`config.mk`:
```
export PLATFORM = sky130hd
export DESIGN_NAME = serial_pattern_tx
export DESIGN_NICKNAME = d
export VERILOG_FILES = /design/src/rtl/serial_pattern_pkg.sv /design/src/rtl/serial_pattern_tx_pattern_predictor.sv /design/src/rtl/serial_pattern_tx.sv
export SDC_FILE = /design/constraint.sdc
export NUM_CORES = 1
export LEC_CHECK = 0
export ABC_AREA = 1
export BUFFER_PORTS_ARGS = -buffer_cell sky130_fd_sc_hd__buf_2
export CAP_MARGIN = 20
export CORE_ASPECT_RATIO = 0.5
export CORE_MARGIN = 2
export CORE_UTILIZATION = 40
export DETAILED_ROUTE_END_ITERATION = 12
export PLACE_DENSITY = 0.71
export RECOVER_POWER = 100
export REMOVE_ABC_BUFFERS = 1
export SYNTH_ARGS = -nofsm -noshare
export SYNTH_HDL_FRONTEND = slang
export SYNTH_SLANG_ARGS = --single-unit
```
`constraint.sdc`:
```
create_clock -name clock -period 2.2 [get_ports clock]
set_input_delay 0.66 -clock clock [delete_from_list [all_inputs] [get_ports clock]]
set_output_delay 0.66 -clock clock [all_outputs]
set_load 0.01 [all_outputs]
```
`src/rtl/serial_pattern_pkg.sv`:
```
// Shared types and pattern constants for the serial pattern link.
package serial_pattern_pkg;

  typedef enum logic {
    IDLE  = 1'b0,
    SHIFT = 1'b1
  } state_t;

  localparam logic [2:0] PAT_A = 3'b111;
  localparam logic [2:0] PAT_B = 3'b001;

  // True when a three-bit window (oldest bit in [2]) completes a detector pattern.
  function automatic logic is_pattern(input logic [2:0] window);
    return (window == PAT_A) || (window == PAT_B);
  endfunction

endpackage

```
`src/rtl/serial_pattern_tx_pattern_predictor.sv`:
```
// Reference model of the Mealy pattern detector: tracks stream history,
// flags bits completing 111 or 001, and counts those hits (saturating).
module pattern_predictor
  import serial_pattern_pkg::*;
#(
  parameter int CNT_W = 8
) (
  input  logic             clock,
  input  logic             reset_n,
  input  logic             serial_bit,
  input  logic             bit_valid,
  input  logic             clear,
  output logic             hit,
  output logic [CNT_W-1:0] count
);

  // Only the two previous bits are stored; the current bit completes the window.
  logic [1:0] hist;

  assign hit = bit_valid & is_pattern({hist, serial_bit});

  // History advances only on valid bits, so idle gaps do not break the stream.
  always_ff @(posedge clock or negedge reset_n) begin
    // NOTE: sequential state uses non-blocking assignments so every flop samples pre-edge values.
    if (!reset_n) hist <= '0;
    else if (bit_valid) hist <= {hist[0], serial_bit};
  end

  // Saturating hit counter; clear wins over a simultaneous increment.
  always_ff @(posedge clock or negedge reset_n) begin
    if (!reset_n) count <= '0;
    else if (clear) count <= '0;
    else if (hit && (count != '1)) count <= count + CNT_W'(1);
  end

endmodule

```
`src/rtl/serial_pattern_tx.sv`:
```
// Serial pattern transmitter: accepts parallel words over valid/ready and
// shifts them out MSB-first with zero-bubble back-to-back support.
module serial_pattern_tx
  import serial_pattern_pkg::*;
#(
  parameter int WIDTH = 8,
  parameter int CNT_W = 8
) (
  input  logic             clock,
  input  logic             reset_n,
  input  logic [WIDTH-1:0] in_data,
  input  logic             in_valid,
  output logic             in_ready,
  output logic             o_bit,
  output logic             o_valid,
  output logic             o_last,
  output logic             o_hit_expect,
  output logic [CNT_W-1:0] hit_count,
  input  logic             clear_count
);

  localparam int IDX_W = (WIDTH > 2) ? $clog2(WIDTH) : 1;

  state_t           state, state_n;
  logic [WIDTH-1:0] sreg, sreg_n;
  logic [IDX_W-1:0] idx, idx_n;
  logic             accept;

  // Ready while idle, or on the last bit of a word to allow a seamless reload.
  assign in_ready = (state == IDLE) || (idx == '0);
  assign accept   = in_valid & in_ready;

  // Next-state logic: load on handshake, count the bit index down while shifting.
  always_comb begin
    // NOTE: every variable gets a default first so no path can infer a latch.
    state_n = state;
    sreg_n  = sreg;
    idx_n   = idx;
    unique case (state)
      IDLE: begin
        if (accept) begin
          sreg_n  = in_data;
          idx_n   = IDX_W'(WIDTH - 1);
          state_n = SHIFT;
        end
      end
      SHIFT: begin
        if (idx == '0) begin
          if (accept) begin
            sreg_n = in_data;
            idx_n  = IDX_W'(WIDTH - 1);
          end else begin
            state_n = IDLE;
          end
        end else begin
          idx_n = idx - IDX_W'(1);
        end
      end
      default: state_n = IDLE;
    endcase
  end

  // State, shift register and registered stream outputs, derived from next state
  // so the MSB appears in the cycle right after the accepting edge.
  always_ff @(posedge clock or negedge reset_n) begin
    // NOTE: the shift register is datapath but is still reset so o_bit is defined out of reset.
    if (!reset_n) begin
      state   <= IDLE;
      sreg    <= '0;
      idx     <= '0;
      o_bit   <= 1'b0;
      o_valid <= 1'b0;
      o_last  <= 1'b0;
    end else begin
      state   <= state_n;
      sreg    <= sreg_n;
      idx     <= idx_n;
      o_valid <= (state_n == SHIFT);
      o_bit   <= (state_n == SHIFT) & sreg_n[idx_n];
      o_last  <= (state_n == SHIFT) && (idx_n == '0);
    end
  end

  pattern_predictor #(
    .CNT_W(CNT_W)
  ) u_predictor (
    .clock     (clock),
    .reset_n   (reset_n),
    .serial_bit(o_bit),
    .bit_valid (o_valid),
    .clear     (clear_count),
    .hit       (o_hit_expect),
    .count     (hit_count)
  );

endmodule

```
==> impl_metrics.py, run 1 <==
metrics = {
    "sta": {
        "holdWs_ns": 0.511,
        "min_period_over_period_pct": 93.8,
        "finalSetupViolCount": 0,
        "clock_skew_ns": 0.00410,
        "rsz0062_at_grt": "false",
        "finalSetupTns_ns": 0,
        "slew_headroom_pct": 14.3,
        "finalHoldViolCount": 0,
        "period_needed_ns": 2.06,
        "drv_slew": 0,
        "timing.final.ws_setup_ns": 0.137,
        "max_freq_mhz": 485,
        "worstMarginPinSlew_ns": 1.29,
    },
    "synthesis": {
        "async_reset_ff_share_pct": 100,
        "yosysSeqAreaShare_pct": 45.9,
        "synth_area_sq_um": 1310,
        "synth_area_leader_cell": "dfrtp_1",
        "ys_ff_latch": 24,
        "synth.area.top_cells": "dfrtp_1 (46%), nand2_1 (11%), inv_1 (7.8%)",
        "synth_top_area_share_pct": 45.9,
        "synth_cell_types": 27,
        "synth-edff-count": 0,
        "yosys_warnings": 0,
        "synth.avg_cell_area_sq_um": 8.28,
        "synthMostInstantiatedCell": "nand2_1",
        "ys_top_cells_by_count": "nand2_1 (40), inv_1 (27), dfrtp_1 (24)",
        "synth_cells": 158,
        "ys_dominant_reg_cell": "dfrtp_1",
    },
    "worst_setup_path": {
        "crit_required_ns": 1.54,
        "path_delay_family": "flip-flops",
        "path_buf_inv": 2,
        "rr_worst_depth": 9,
        "crit_arrival_ns": 1.40,
        "worstReg2RegStart": "u_predictor.count[0]",
        "cp_max_fo": 16,
        "reg2reg_slack_ns": 0.27,
        "path_class": "flop to primary output",
        "cp-start-kind": "flop",
        "cpPeakStageDelay_ns": 0.40,
        "slowest_stage": "dfrtp_1",
        "r2r-end": "u_predictor.count[2]",
        "endpoint_kind": "primary output",
        "crit_chain": "inv_1, ha_1, nand2_1, nand2_4, clkbuf_1",
    },
    "die": {
        "pin_count": 25,
        "die_h_um": 44.4,
        "initial_core_util_pct": 42.7,
        "rows": 14,
        "die_x_um": 84.9,
        "core-area_sq_um": 3070,
        "die_area_sq_um": 3770,
    },
    "placement": {
        "dp.final_hpwl_um": 1900,
        "port_buffers": 24,
        "place_ws_ns": 0.332,
        "gp_congestion": 0.828,
    },
    "clock_tree": {
        "post_cts.repair.setup_buffers": 0,
        "cts_tree": "yes",
        "cts_buffers": 3,
        "clock_path_buffers": 2,
        "cts_max_level": 1,
        "clkTransAtPathRegs_ns": 0.08,
        "clk_latency_ns": 0.27,
        "clk_root_buffer_cell": "clkbuf_8",
        "cts.sinks": 24,
    },
    "global_routing": {
        "grt_pass1_vias": 968,
        "grt_pass1_wl_um": 4250,
        "antenna_found_initial": 0,
        "overflow": 0,
        "grt_start_max_net_pins": 25,
        "grt_util_all_layers_pct": 14.8,
    },
    "power": {
        "p_seq_share_pct": 35.4,
        "vdd_drop_max_mv": 0.521,
        "cellLeakagePower_uw": 0.000764,
        "power.switching_uw": 803,
        "p_clk_share_pct": 20.2,
        "power_frac_comb_pct": 44.4,
        "power_density_nw_per_um2": 1310,
        "p_sw_share_pct": 41.9,
        "internal_power_uw": 1110,
    },
    "drt": {
        "drc_errors": 0,
        "routedWlPerCell_um": 11.6,
        "final_antenna_net_count": 0,
        "vias": 1044,
        "firstDrtPassIters": 4,
        "wl_um": 2590,
        "drt_iter0_drc": 59,
        "via_per_inst": 4.66,
    },
    "cells_and_area": {
        "antenna-diode-count": 0,
        "drive_above_1_share_pct": 12.5,
        "nets": 200,
        "num-fill-cells": 312,
        "areaGrowthSynthToFinish_pct": 12.2,
    },
    "outcome": {
        "outcome": "finished, final reports clean",
    },
    "job": {
        "maxCapViolations": 0,
    },
    "hold_path": {
        "holdPathStages": 2,
        "hold_path.class": "flop to flop",
        "hp-start": "o_bit",
        "hold_end": "u_predictor.hist[0]",
    },
}
[layout make-up]
cell class | instances | area, sq um | share of cell area, %
Sequential cell | 24 | 601 | 40.9
Multi-Input combinational cell | 103 | 533 | 36.3
Inverter | 29 | 109 | 7.42
Timing Repair Buffer | 24 | 104 | 7.08
Tap cell | 40 | 50.0 | 3.41
Clock buffer | 3 | 41.3 | 2.81
Clock inverter | 1 | 30.0 | 2.05
[state kept, by name, indices dropped and copies added, names as in the netlist]
| signal | count |
|---|---|
| u_predictor.count | 8 |
| idx | 3 |
| o_last | 1 |
| sreg | 8 |
| o_bit | 1 |
| u_predictor.hist | 2 |
| state | 1 |
[per-stage QoR]
step,cell area (sq um),total power [uW],util [%],cells
4_1_cts,1530,2030,50.0,224
6_report,1470,1920,47.9,224
3_3_place_gp,1460,1590,47.7,220
2_1_floorplan,1290,1380,-,156
5_1_grt,1470,2080,47.9,224
3_5_place_dp,1460,1630,47.7,220
[power by group through the flow]
| stage | combinational, uW | clock, uW | sequential (uW) |
|---|---|---|---|
| 6_report | 850 | 388 | 678 |
| 5_1_grt | 966 | 417 | 698 |
| 4_1_cts | 954 | 397 | 678 |
| 3_5_place_dp | 944 | 0 | 684 |
| 3_3_place_gp | 915 | 0 | 677 |
| 2_1_floorplan | 695 | 0 | 688 |
[worst min-delay path, delay by kind of cell, from the launching register on]
family           cells  cell delay (ns)
AO/OA/AOI/OAI        1             0.07
flip-flops           1             0.35
AND/OR/NAND/NOR      1             0.06
[per-layer routing]
| metal | global-route usage [%] | routed length [um] | vias to the layer above | part of all wire (%) |
|---|---|---|---|---|
| met5 | 0 | 0 | - | 0 |
| met4 | 6.35 | 29 | 0 | 1.1 |
| met3 | 3.36 | 75 | 4 | 2.9 |
| met2 | 26.9 | 1250 | 12 | 48 |
| met1 | 17.5 | 1240 | 483 | 48 |
| li1 | - | - | 545 | - |
[how the worst max path moves through the flow]
stage,startpoint,to,slack (ns),depth (start not counted)
after floorplan,idx[0],o_bit,0.51,11
after global placement,idx[0],in_ready,0.42,5
after detailed placement,idx[0],o_bit,0.33,11
after CTS,idx[0],in_ready,0.04,5
after global routing,idx[0],in_ready,0.03,5
final,idx[0],in_ready,0.14,5
[repair_timing]
action	4_1_cts	5_1_grt
endpoints found under the setup margin	0	1
resized for setup	0	1
hold buffers	0	0
[layout by cell type (no fill, tap or decap)]
master,n
nand2_1,45
inv_1,28
dfrtp_1,24
clkbuf_1,13
nand3_1,11
nor2_1,11
buf_2,11
o21ai_0,6
nand3b_1,5
nor3_1,3
ha_1,3
clkbuf_8,3
nand2_2,2
nor4_1,2
nand3_2,2
a21oi_1,2
xor2_1,2
o31ai_1,2
xnor2_1,2
inv_2,1
nand2_4,1
o21a_1,1
nor2_2,1
o21ai_1,1
nor4_2,1
bufinv_16,1
[kinds of logic (layout without fill, tap and decap cells)]
group,after synthesis,count (layout),share of synthesized area (%)
flops,24,24,45.9
xor+xnor,4,4,2.68
simple gates,84,84,33.5
fa+ha+maj,3,3,2.87
compound gates,12,12,5.45
buf+inv,31,57,9.57
Power figures use the tool's default switching activity.
==> inputs of run 2 (changes only) <==
CORE_ASPECT_RATIO = not set   (was 0.5)
CORE_MARGIN = not set   (was 2)
==> run 2 against run 1 <==
Effect of this change: count of clock-buffer cells in the layout rose by 1; sequential power shrank 0.7%; sequential cell count unchanged; register-to-register slack gained 0.02 ns; fmax barely moved; clock skew decreased by 0.0014 ns; non-clock buffer count rose by 4; worst hold slack gained 0.012 ns; die area down 7.1%; critical endpoint unchanged.
==> impl_metrics.py, run 2 (synthesized netlist as in run 1, its figures left out) <==
metrics = {
    "outcome": {
        "outcome": "finished, final reports clean",
    },
    "global_routing": {
        "grt_start_max_net_pins": 25,
        "grt_pass1_vias": 982,
        "grt_util_all_layers_pct": 15.5,
        "antenna_found_initial": 0,
        "grt_pass1_wl_um": 4100,
        "overflow": 0,
    },
    "die": {
        "core-area_sq_um": 3080,
        "initial_core_util_pct": 42.5,
        "die_h_um": 59.2,
        "rows": 20,
        "die_x_um": 59.2,
        "die_area_sq_um": 3500,
        "pin_count": 25,
    },
    "clock_tree": {
        "cts_max_level": 1,
        "cts.sinks": 24,
        "clock_path_buffers": 2,
        "cts_tree": "yes",
        "clkTransAtPathRegs_ns": 0.13,
        "clk_root_buffer_cell": "clkbuf_4",
        "ctsHoldBuffers": 0,
        "clk_latency_ns": 0.31,
        "cts_buffers": 3,
    },
    "worst_setup_path": {
        "reg2reg_slack_ns": 0.29,
        "cp-start-kind": "flop",
        "crit_top_cell": "nand2_1",
        "cpPeakStageDelay_ns": 0.42,
        "crit_required_ns": 1.54,
        "crit_start": "idx[0]",
        "slowest_stage": "dfrtp_1",
        "r2r-end": "o_bit",
        "crit_chain": "inv_1, ha_1, nand2_1, nand2_1, clkbuf_1",
        "crit_arrival_ns": 1.41,
        "cp_max_fo": 5,
        "worstReg2RegStart": "idx[0]",
        "endpoint_kind": "primary output",
        "path_class": "flop to primary output",
        "rr_worst_depth": 12,
    },
    "sta": {
        "slew_headroom_pct": 17.1,
        "worstMarginPinSlew_ns": 1.24,
        "drv_slew": 0,
        "clock_skew_ns": 0.00270,
        "finalSetupViolCount": 0,
        "period_needed_ns": 2.07,
        "finalSetupTns_ns": 0,
        "min_period_over_period_pct": 93.9,
        "max_freq_mhz": 484,
        "rsz0062_at_grt": "false",
        "finalHoldViolCount": 0,
    },
    "power": {
        "power_density_nw_per_um2": 1220,
        "internal_power_uw": 1010,
        "vdd_drop_max_mv": 0.605,
        "p_total_uw": 1780,
        "p_seq_share_pct": 37.8,
        "power_frac_comb_pct": 49.1,
        "p_sw_share_pct": 43.4,
        "power.switching_uw": 772,
        "cellLeakagePower_uw": 0.000770,
        "p_clk_share_pct": 13.0,
    },
    "hold_path": {
        "holdPathStages": 2,
        "hp-start": "sreg[4]",
        "hold_path.class": "flop to flop",
        "hold_end": "sreg[4]",
    },
    "cells_and_area": {
        "num-fill-cells": 326,
        "final_common_cell": "nand2_1",
        "antenna-diode-count": 0,
        "areaGrowthSynthToFinish_pct": 11.9,
        "nets": 204,
        "reg_top3": "sreg: 8 flops, u_predictor.count: 8 flops, idx: 3 flops",
        "drive_above_1_share_pct": 14.4,
        "final_cell_mix": "nand2_1 (45), inv_1 (28), dfrtp_1 (24)",
    },
    "drt": {
        "final_antenna_net_count": 0,
        "vias": 1074,
        "drt_iter0_drc": 52,
        "drc_errors": 0,
        "firstDrtPassIters": 4,
        "routedWlPerCell_um": 10.4,
        "wl_um": 2410,
        "via_per_inst": 4.63,
    },
    "job": {
        "maxCapViolations": 0,
    },
    "placement": {
        "port_buffers": 24,
        "gp_congestion": 0.841,
        "dp.final_hpwl_um": 1810,
    },
}
-- run 2: final cells by class --
cell class / count / area (sq um) / area share (%)
flip-flops and latches: 24 / 601 / 41.1
multi-input cells: 103 / 528 / 36.1
repair buffers: 28 / 134 / 9.15
well taps: 44 / 55.1 / 3.76
inverters: 29 / 109 / 7.44
clock buffers: 4 / 36.3 / 2.48
-- run 2: layer usage --
metal  up-vias  GRT usage, %  routed length, um
met1       499          18.8               1130
met5         -             0                  0
li1        551             -                  -
met3         2          4.80                 98
met2        22          26.9               1170
met4         0          3.74                 12
-- run 2: metrics by stage --
stage | setup slack, ns | hold slack (ns) | std cells | cell area (sq um) | util (%)
after CTS | 0.00297 | 0.317 | 228 | 1500 | 48.8
final | 0.135 | 0.523 | 232 | 1460 | 47.5
after floorplan | 0.514 | 0.364 | 156 | 1290 | -
after detailed placement | 0.347 | 0.498 | 224 | 1470 | 47.6
after global placement | 0.410 | 0.461 | 224 | 1470 | 47.6
after global routing | 0.0323 | 0.564 | 232 | 1460 | 47.5
-- run 2: how the worst max path moves through the flow --
stage                to  slack, ns  depth (start not counted)
2_1_floorplan     o_bit       0.51                         11
3_3_place_gp      o_bit       0.41                         11
3_5_place_dp      o_bit       0.35                         11
4_1_cts        in_ready      0.003                          5
5_1_grt        in_ready       0.03                          5
6_report       in_ready       0.13                          5
-- run 2: critical path: cells and delay by family, from the launching register on --
kind | cells | cell delay (ns)
buffers and inverters | 2 | 0.31
DFF | 1 | 0.42
adders and majority gates | 1 | 0.18
and+or+nand+nor | 2 | 0.19
-- run 2: power groups by stage --
stage / clock [uW] / combinational, uW / sequential (uW)
2_1_floorplan: 0 / 695 / 688
5_1_grt: 266 / 1030 / 691
6_report: 232 / 875 / 673
3_3_place_gp: 0 / 921 / 681
4_1_cts: 242 / 934 / 678
3_5_place_dp: 0 / 931 / 687
-- run 2: what timing repair did --
| item | CTS | global route |
|---|---|---|
| gates resized for setup | 0 | 1 |
| setup buffers | 0 | 4 |
| setup endpoints to repair | 0 | 1 |
==> inputs of run 3 (changes only) <==
CELL_PAD_IN_SITES_DETAIL_PLACEMENT = 0   (was not set)
CELL_PAD_IN_SITES_GLOBAL_PLACEMENT = 2   (was not set)
CORE_UTILIZATION = 31   (was 40)
PLACE_DENSITY = 0.87   (was 0.71)
==> run 3 against run 2 <==
Effect of this change: fmax up 1.4%; register-to-register slack better by 0.02 ns; final area up 1.2%; critical endpoint unchanged; largest cell class unchanged.
==> impl_metrics.py, run 3 (synthesized netlist as in run 1, its figures left out) <==
metrics = {
    "clock_tree": {
        "cts_tree": "yes",
        "cts_buffers": 3,
        "clk_root_buffer_cell": "clkbuf_8",
        "clk_latency_ns": 0.27,
        "ctsHoldBuffers": 0,
        "clock_path_buffers": 2,
        "clkTransAtPathRegs_ns": 0.08,
        "post_cts.repair.setup_buffers": 0,
        "cts.sinks": 24,
        "cts_max_level": 1,
    },
    "sta": {
        "finalHoldViolCount": 0,
        "holdWs_ns": 0.485,
        "rsz0062_at_grt": "false",
        "period_needed_ns": 2.04,
        "max_freq_mhz": 491,
        "finalSetupViolCount": 0,
        "slew_headroom_pct": 14.1,
        "drv_slew": 0,
        "clock_skew_ns": 0.00505,
        "finalSetupTns_ns": 0,
        "min_period_over_period_pct": 92.6,
        "worstMarginPinSlew_ns": 1.29,
        "timing.final.ws_setup_ns": 0.163,
    },
    "worst_setup_path": {
        "crit_arrival_ns": 1.38,
        "crit_chain": "inv_1, ha_1, nand2_1, nand2_4, clkbuf_1",
        "rr_worst_depth": 11,
        "path_buf_inv": 2,
        "path_class": "flop to primary output",
        "crit_required_ns": 1.54,
        "cp-start-kind": "flop",
        "cp.depth": 5,
        "path_delay_family": "flip-flops",
        "slowest_stage": "dfrtp_1",
        "cp_max_fo": 16,
        "endpoint_kind": "primary output",
        "cpPeakStageDelay_ns": 0.40,
    },
    "drt": {
        "wl_um": 2640,
        "routedWlPerCell_um": 11.3,
        "firstDrtPassIters": 4,
        "vias": 1056,
        "drc_errors": 0,
        "final_antenna_net_count": 0,
        "drt_iter0_drc": 46,
        "via_per_inst": 4.51,
    },
    "global_routing": {
        "antenna_found_initial": 0,
        "grt_pass1_wl_um": 4690,
        "grt_util_all_layers_pct": 13.8,
        "grt_start_max_net_pins": 25,
        "grt_pass1_vias": 1079,
        "overflow": 0,
    },
    "die": {
        "die_x_um": 66.9,
        "die_area_sq_um": 4480,
        "pin_count": 25,
        "initial_core_util_pct": 32.5,
        "die_h_um": 66.9,
        "rows": 23,
        "core-area_sq_um": 4030,
    },
    "hold_path": {
        "holdPathStages": 2,
        "hold_path.class": "flop to flop",
    },
    "placement": {
        "port_buffers": 24,
        "place_ws_ns": 0.299,
        "gp_congestion": 0.744,
        "dp.final_hpwl_um": 1990,
    },
    "power": {
        "vdd_drop_max_mv": 0.515,
        "p_total_uw": 1890,
        "cellLeakagePower_uw": 0.000764,
        "power_density_nw_per_um2": 1280,
    },
    "cells_and_area": {
        "areaGrowthSynthToFinish_pct": 13.2,
        "final_cell_mix": "nand2_1 (45), inv_1 (28), dfrtp_1 (24)",
        "num-fill-cells": 466,
        "antenna-diode-count": 0,
        "final_common_cell": "nand2_1",
        "reg_top3": "sreg: 8 flops, u_predictor.count: 8 flops, idx: 3 flops",
        "drive_above_1_share_pct": 12.5,
        "post-route-util_pct": 36.7,
        "nets": 200,
        "multi_input_area_sq_um": 533,
        "final-seq-area_sq_um": 601,
    },
    "job": {
        "maxCapViolations": 0,
    },
    "outcome": {
        "outcome": "finished, final reports clean",
    },
}
[run 3: timing repair]
item / 4_1_cts / 5_1_grt
resized for setup: 0 / 1
setup endpoints to repair: 0 / 1
hold endpoints to repair: 0 / 0
[run 3: path summary, 6_finish.rpt]
check                             start                    to  slack, ns
min in group asynchronous       reset_n  u_predictor.count[4]       0.65
worst min register to register  sreg[4]               sreg[4]       0.49
worst max-delay path             idx[0]              in_ready       0.16
max in group asynchronous       reset_n                idx[2]       0.79
worst max register to register   idx[0]                 o_bit       0.31
worst min-delay path            sreg[4]               sreg[4]       0.49
[run 3: routing by layer]
metal  global-route usage [%]  up-vias  share of wire [%]
li1                         -      543                  -
met1                     15.9      482                 46
met2                     24.4       27                 48
met3                     4.11        4                4.9
met4                     4.26        0                1.3
met5                        0        -                  0
[run 3: report_power, final]
group | leakage (uW) | switching [uW] | internal [uW] | total, uW
clock | 0.0000357 | 145 | 243 | 388
sequential | 0.000289 | 78.0 | 597 | 675
combinational | 0.000439 | 559 | 273 | 832
[run 3: cell type report]
type,instances,share of cell area (%)
multi-input cells,103,36.0
clock buffers,3,2.79
well taps,50,4.23
clock inverters,1,2.03
repair buffers,24,7.02
flip-flops and latches,24,40.6
inverters,29,7.35
[run 3: per-stage QoR]
step                instance area, sq um  instances
global placement                    1470        230
finish                              1480        234
global route                        1480        234
CTS                                 1550        234
detailed placement                  1470        230
floorplan                           1290        156
[run 3: worst min-delay path: cells and delay by family, from the launching register on]
kind,cells,cell delay [ns]
flip-flops,1,0.34
AND/OR/NAND/NOR,2,0.12
